**config.mk**
```make
export PLATFORM = sky130hd
export DESIGN_NAME = rom_loader
export DESIGN_NICKNAME = d
export VERILOG_FILES = /design/src/rtl/rom_loader.sv
export SDC_FILE = /design/constraint.sdc
export NUM_CORES = 1
export LEC_CHECK = 0
export ABC_AREA = 1
export BUFFER_PORTS_ARGS = -buffer_cell sky130_fd_sc_hd__buf_2
export CAP_MARGIN = 25
export CELL_PAD_IN_SITES_DETAIL_PLACEMENT = 1
export CELL_PAD_IN_SITES_GLOBAL_PLACEMENT = 2
export CORE_UTILIZATION = 34
export DETAILED_ROUTE_END_ITERATION = 10
export PLACE_DENSITY_LB_ADDON = 0.1
export SYNTH_ARGS = -nofsm -noshare
export SYNTH_HDL_FRONTEND = slang
export SYNTH_SLANG_ARGS = --single-unit
```
**constraint.sdc**
```tcl
create_clock -name clk -period 3.34 [get_ports clk]
set_clock_uncertainty 0.05 [all_clocks]
set_input_delay 0.167 -clock clk [delete_from_list [all_inputs] [get_ports clk]]
set_output_delay 0.167 -clock clk [all_outputs]
set_load 0.02 [all_outputs]
```
**src/rtl/rom_loader.sv**
```systemverilog
// Boot-time program-memory writer: parses a length-prefixed, checksummed byte
// stream into 16-bit words and releases the CPU from reset once it verifies.
module rom_loader #(
  parameter int ADDR_WIDTH = 16,
  parameter int MAX_WORDS  = 32768
) (
  input  logic                  clk,
  input  logic                  rst,
  input  logic                  load_req,
  input  logic                  in_valid,
  input  logic [7:0]            in_data,
  output logic                  in_ready,
  output logic                  rom_write_enabled,
  output logic [ADDR_WIDTH-1:0] rom_address,
  output logic [15:0]           rom_write_value,
  output logic                  cpu_rst,
  output logic                  done,
  output logic                  error
);

  typedef enum logic [2:0] {
    LEN_HI, LEN_LO, DATA_HI, DATA_LO, CHECK, DONE, ERROR
  } state_t;

  state_t                  state, state_nxt;
  logic [7:0]              hi_q;
  logic [7:0]              csum_q;
  logic [15:0]             len_q;
  logic [ADDR_WIDTH-1:0]   idx_q;
  logic                    accept;
  logic                    last_word;
  logic [15:0]             len_in;

  assign accept    = in_valid & in_ready;
  assign len_in    = {hi_q, in_data};
  assign last_word = (32'(idx_q) + 32'd1) == 32'(len_q);

  always_ff @(posedge clk or posedge rst) begin
    if (rst) state <= LEN_HI;
    else     state <= state_nxt;
  end

  always_comb begin
    state_nxt = state;
    in_ready  = 1'b1;
    done      = 1'b0;
    error     = 1'b0;
    cpu_rst   = 1'b1;
    case (state)
      LEN_HI:  if (accept) state_nxt = LEN_LO;
      LEN_LO:
        if (accept) begin
          if (32'(len_in) > 32'(MAX_WORDS)) state_nxt = ERROR;
          else if (len_in == 16'd0)         state_nxt = CHECK;
          else                              state_nxt = DATA_HI;
        end
      DATA_HI: if (accept) state_nxt = DATA_LO;
      DATA_LO: if (accept) state_nxt = last_word ? CHECK : DATA_HI;
      CHECK:   if (accept) state_nxt = (in_data == csum_q) ? DONE : ERROR;
      DONE: begin
        in_ready = 1'b0;
        done     = 1'b1;
        cpu_rst  = 1'b0;
        if (load_req) state_nxt = LEN_HI;
      end
      ERROR: begin
        in_ready = 1'b0;
        error    = 1'b1;
        if (load_req) state_nxt = LEN_HI;
      end
      default: state_nxt = LEN_HI;
    endcase
  end

  // Datapath: byte latching, running checksum and the registered ROM write.
  always_ff @(posedge clk or posedge rst) begin
    if (rst) begin
      hi_q              <= '0;
      csum_q            <= '0;
      len_q             <= '0;
      idx_q             <= '0;
      rom_write_enabled <= 1'b0;
      rom_address       <= '0;
      rom_write_value   <= '0;
    end else begin
      rom_write_enabled <= 1'b0;
      case (state)
        LEN_HI: if (accept) hi_q <= in_data;
        LEN_LO: if (accept) len_q <= len_in;
        DATA_HI:
          if (accept) begin
            hi_q   <= in_data;
            csum_q <= csum_q + in_data;
          end
        DATA_LO:
          if (accept) begin
            csum_q            <= csum_q + in_data;
            rom_write_enabled <= 1'b1;
            rom_address       <= idx_q;
            rom_write_value   <= {hi_q, in_data};
            // Hold on the final word so the index stays within MAX_WORDS-1.
            if (!last_word) idx_q <= idx_q + 1'b1;
          end
        DONE, ERROR:
          if (load_req) begin
            idx_q  <= '0;
            csum_q <= '0;
          end
        default: ;
      endcase
    end
  end

endmodule

```
=== Yosys cells after proc, flatten, opt, wreduce, memory -nomap -nowiden ===
Cells that the tools add are included.

* Register bits after elaboration: 84
* Input bits: 12
* Output and inout port bits: 37
* Logic and storage cells: 66

* Add/sub/neg operators: 3
* $lt $le $gt $ge: 1
* Eq/ne operators: 16
* Mux-type cells: 24
* Bitwise gates (word level): 1
* Reduce and logical (&&, ||, !) cells: 13

{| class="wikitable"
|+ Operators by type and width
! kind !! count
|-
| $mux W16 || 3
|-
| $pmux W16 S2 || 1
|-
| $mux W3 || 9
|-
| $pmux W3 S6 || 1
|-
| $add A16 B1 Y17 const B || 1
|-
| $eq A17 B16 Y1 || 1
|-
| $add A16 B1 Y16 const B || 1
|-
| $gt A16 B16 Y1 const B || 1
|-
| $logic_not A16 Y1 || 1
|-
| $mux W8 || 2
|-
| $pmux W8 S2 || 1
|-
| $ne A2 B2 Y1 const B || 6
|-
| $eq A3 B3 Y1 const B || 3
|-
| $add A8 B8 Y8 || 1
|-
| $eq A8 B8 Y1 || 1
|-
| $eq A3 B2 Y1 const B || 2
|-
| $mux W1 || 6
|-
| $reduce_and A2 Y1 || 3
|-
| $reduce_and A6 Y1 || 1
|-
| $reduce_or A2 Y1 || 3
|-
| $ne A2 B1 Y1 const B || 2
|-
| $reduce_and A4 Y1 || 1
|-
| $reduce_bool A2 Y1 || 2
|-
| $eq A3 B1 Y1 const B || 1
|-
| other kinds (4) || 4
|}

=== Depth between registers and ports, before layout ===
* Word-level depth: 6
* Mapped depth: 17
* Gate-level depth less buffers: 16

=== Worst setup path after synthesis ===
No wires, ideal clock.

* Path kind: register to register
* Start point: register idx_q[0]
* End point: register idx_q[4]
* Library setup time: 0.117 ns
* Data arrival time: 1.926 ns
* Required time: 3.173 ns
* Path slack: 1.247 ns
* Cell stages (with the launch flop): 16
* Buffers on the path: 1
* Period minus slack after synthesis: 2.093 ns
* Path through: dfrtp_1 -> ha_1 -> nand2_2 -> nor2_4 -> nand3_1 -> nand2_1 -> nand2_1 -> nand2_1 -> nand2_1 -> nor2_1 -> nand3_1 -> nor2_4 -> nand2_4 -> buf_2 -> nand3_1 -> nand2_1

* Word-level cells in the longest chain between the ends: 4
* Elaborated cells between the ends (all ways): 8
* Those cells by class: add/sub: 2; eq/ne: 2; mux: 3; reduce/logical: 1

{| class="wikitable"
|+ Ends and longest elaborated chain
! item !! line !! source
|-
| start: declaration || 29 || <nowiki>logic [ADDR_WIDTH-1:0] idx_q;</nowiki>
|-
| start signal: assignment || 102 || <nowiki>if (!last_word) idx_q <= idx_q + 1'b1;</nowiki>
|-
| $add A16 B1 Y17 / $add A16 B1 Y16 (equally long branches) || 36, 102 ||
|-
| $eq A17 B16 Y1 / $mux W16 (equally long branches) || 36, 102 ||
|-
| $ne A2 B2 Y1 (no line) / $mux W16 (equally long branches) || - ||
|-
| $reduce_and A4 Y1 (no line) / $pmux W16 S2 (equally long branches) || - ||
|}

Several ways; a longest one is shown, not always the timed one. The select of a mux whose other input is x is not followed.
A chain may end at the register's enable or synchronous reset.

=== Worst setup path after layout ===
* Start point: register idx_q[0]
* End point: register idx_q[11]

The elaborated chain is that of the path after synthesis.

==> impl_metrics.toml <==
[floorplan]
io_pins = 49
die_h_um = 118
rows = 41
core_mm2 = 0.0128
initial_core_util_pct = 35.4
dieArea_mm2 = 0.0138
die_w_um = 118

[clock_tree]
cts_max_level = 3
insertion_delay_ns = 0.35
cts_num_sinks = 84
cts_tree = "yes"
cts_made_buffers = 9
cts_buffer_depth = 2
ctsResizeCount = 0
cts_root_buf = "clkbuf_16"
cts.clk_slew.worst_paths_ns = 0.06

[power_and_ir_drop]
p_leak_uw = 0.00271
vdd_drop_max_mv = 0.337
powerDensity_mw_per_mm2 = 833

[synthesis]
synth_edf_count = 0
synth_top_area_share_pct = 46.3
yosys-top-cells-count = "nand2_1 (192), dfrtp_1 (84), inv_1 (70)"
synth.area.top_cells = "dfrtp_1 (46%), nand2_1 (16%), o21ai_0 (6.6%), nand3_1 (6.5%), inv_1 (5.8%)"
yosys.cell_types.count = 33
synth_top_area_cell = "dfrtp_1"
synth_ff_type = "dfrtp_1"
synth.most_common_cell = "nand2_1"
synthArstFlopShare_pct = 100
synth_warnings = 0
ys_seq_area_share_pct = 46.3
syn-instance-count = 609
synth_seq_cells = 84
syn-num-nets = 630
synth_area_mm2 = 0.00454
syn_area_per_cell_um2 = 7.46

[critical_path]
path_class = "flop to flop"
cp-start-kind = "flop"
cp.required_ns = 3.58
crit_arrival_ns = 2.84
end_kind = "flop"
cp_max_fo = 18
r2r_setup_slack_ns = 0.74

[placement]
hpwl_mm = 10.2
io_buffer_count = 48
pre_cts_slack_ns = 0.721
gp_congestion = 0.805

[grt]
grt_pass1_wl_mm = 22.7
grt_pass1_vias = 4285
track_usage_pct = 21.3
grt_max_degree = 63
overflow = 0
antenna_found_initial = 0

[timing]
worst_slew_pin_slew_ns = 0.911
fin_tns_setup_ns = 0
setup_slack_ns = 0.736
post-route-min-period_ns = 2.60
fmaxAchievable_ghz = 0.384
fin_crit_sh_pct = 78.0
final-max-slew-violation-count = 0
final_hold_viol_count = 0
setup_violations = 0
rsz0062_at_grt = "no"
slew_headroom_pct = 39.3

[layout]
nFillCells = 1621
final_nets = 677
drive_gt1_share_pct = 13.6
areaGrowthSynthToFinish_pct = 15.7
antenna_cells = 0

[worst_hold_path]
hp-class = "input port to flop"

[drt]
drc_errors = 0
drt-initial-drc-count = 180
post_drt_wl_per_cell_um = 16.4
wirelength_mm = 13.6
dr.pass1.iters = 4
vias_per_cell = 4.89
drtAntennaViolNets = 0
num_vias = 4069

[flow_run]
maxCapViolCount = 0

[status]
status = "finished clean"
-- final timing paths --
kind | to | cells past startpoint | startpoint
max | idx_q[11] | 15 | idx_q[0]
min | rom_write_enabled | 3 | in_valid
max reg2reg | idx_q[11] | 15 | idx_q[0]
min reg2reg | rom_address[2] | 2 | rom_address[2]
max in group asynchronous | len_q[4] | 4 | rst
min in group asynchronous | len_q[8] | 3 | rst
-- through the flow --
step | instances | total power (uW) | hold slack (ns) | util [%] | instance area (um2)
6_report | 832 | 4380 | 0.128 | 41.0 | 5260
4_1_cts | 832 | 4450 | 0.121 | 41.0 | 5260
2_1_floorplan | 609 | 2850 | 0.298 | - | 4540
3_5_place_dp | 816 | 3390 | 0.191 | 38.6 | 4950
3_3_place_gp | 816 | 3340 | 0.182 | 38.6 | 4950
5_1_grt | 832 | 4720 | 0.149 | 41.0 | 5260
-- placed cells by master, fill, tap and decap left out, types with 4 or more instances in the layout --
cell type    n
nand2_2      4
inv_1       69
o21ai_0     60
ha_1         8
nand3b_1     4
inv_2        4
a21oi_1     12
o21ai_1      4
dfrtp_1     84
nand4_1     13
nand3_1     59
nand2_1    192
clkbuf_16    9
buf_2       48
nor2_1      46
nor2_4       5
buf_4        5
-- logic make-up after synthesis --
| logic type | Yosys count | share of synthesized area [%] |
|---|---|---|
| flip-flops | 84 | 46.3 |
| buffers and inverters | 92 | 7.96 |
| AO/OA/AOI/OAI | 84 | 9.80 |
| AND/OR/NAND/NOR | 336 | 32.6 |
| adder cells (fa/ha/maj) | 9 | 2.64 |
| XOR/XNOR | 4 | 0.771 |
-- state kept, by name (all words and copies together) (netlist names) --
name,flops
rom_write_enabled,1
hi_q,8
rom_address,16
state,3
csum_q,8
idx_q,16
len_q,16
rom_write_value,16
-- critical path: stages (launching register included) --
cell and delay (ns):
dfrtp_1 0.47, ha_1 0.27, nand2_2 0.08, nor2_4 0.25, nand2_1 0.13, nand3_1 0.09
nand2_1 0.05, inv_1 0.05, nand3_1 0.05, nor2_1 0.15, nand3_1 0.19, nor2_4 0.17
nand2_4 0.16, nand2_4 0.22, nand2_1 0.08, nand2_1 0.07
-- power breakdown --
group          internal [uW]  total (uW)  switching, uW
registers               1370        1650            276
logic                    575        1710           1130
clock network            595        1030            431
total                   2540        4380           1840
-- repair_timing --
| item | CTS | global route |
|---|---|---|
| buffers inserted | 0 | 0 |
| hold endpoints to repair | 26 | 0 |
| hold buffers | 1 | 0 |
| endpoints found under the setup margin | 0 | 0 |
-- layer usage --
layer	vias to the layer above	routed length, um	track usage (%)	part of all wire, %
met2	52	6580	36.7	48
met3	14	324	3.63	2.4
li1	2045	-	-	-
met1	1958	6470	27.0	48
met4	0	244	7.21	1.8
met5	-	0	0	0
-- layout make-up --
class / count / area, um2 / share of cell area, %
Clock inverter: 4 / 50.0 / 0.952
Timing Repair Buffer: 54 / 288 / 5.47
Multi-Input combinational cell: 433 / 2080 / 39.6
Clock buffer: 11 / 243 / 4.62
Tap cell: 172 / 215 / 4.09
Inverter: 74 / 279 / 5.31
Sequential cell: 84 / 2100 / 40.0
Note: power is estimated with default switching activity, not from simulation.
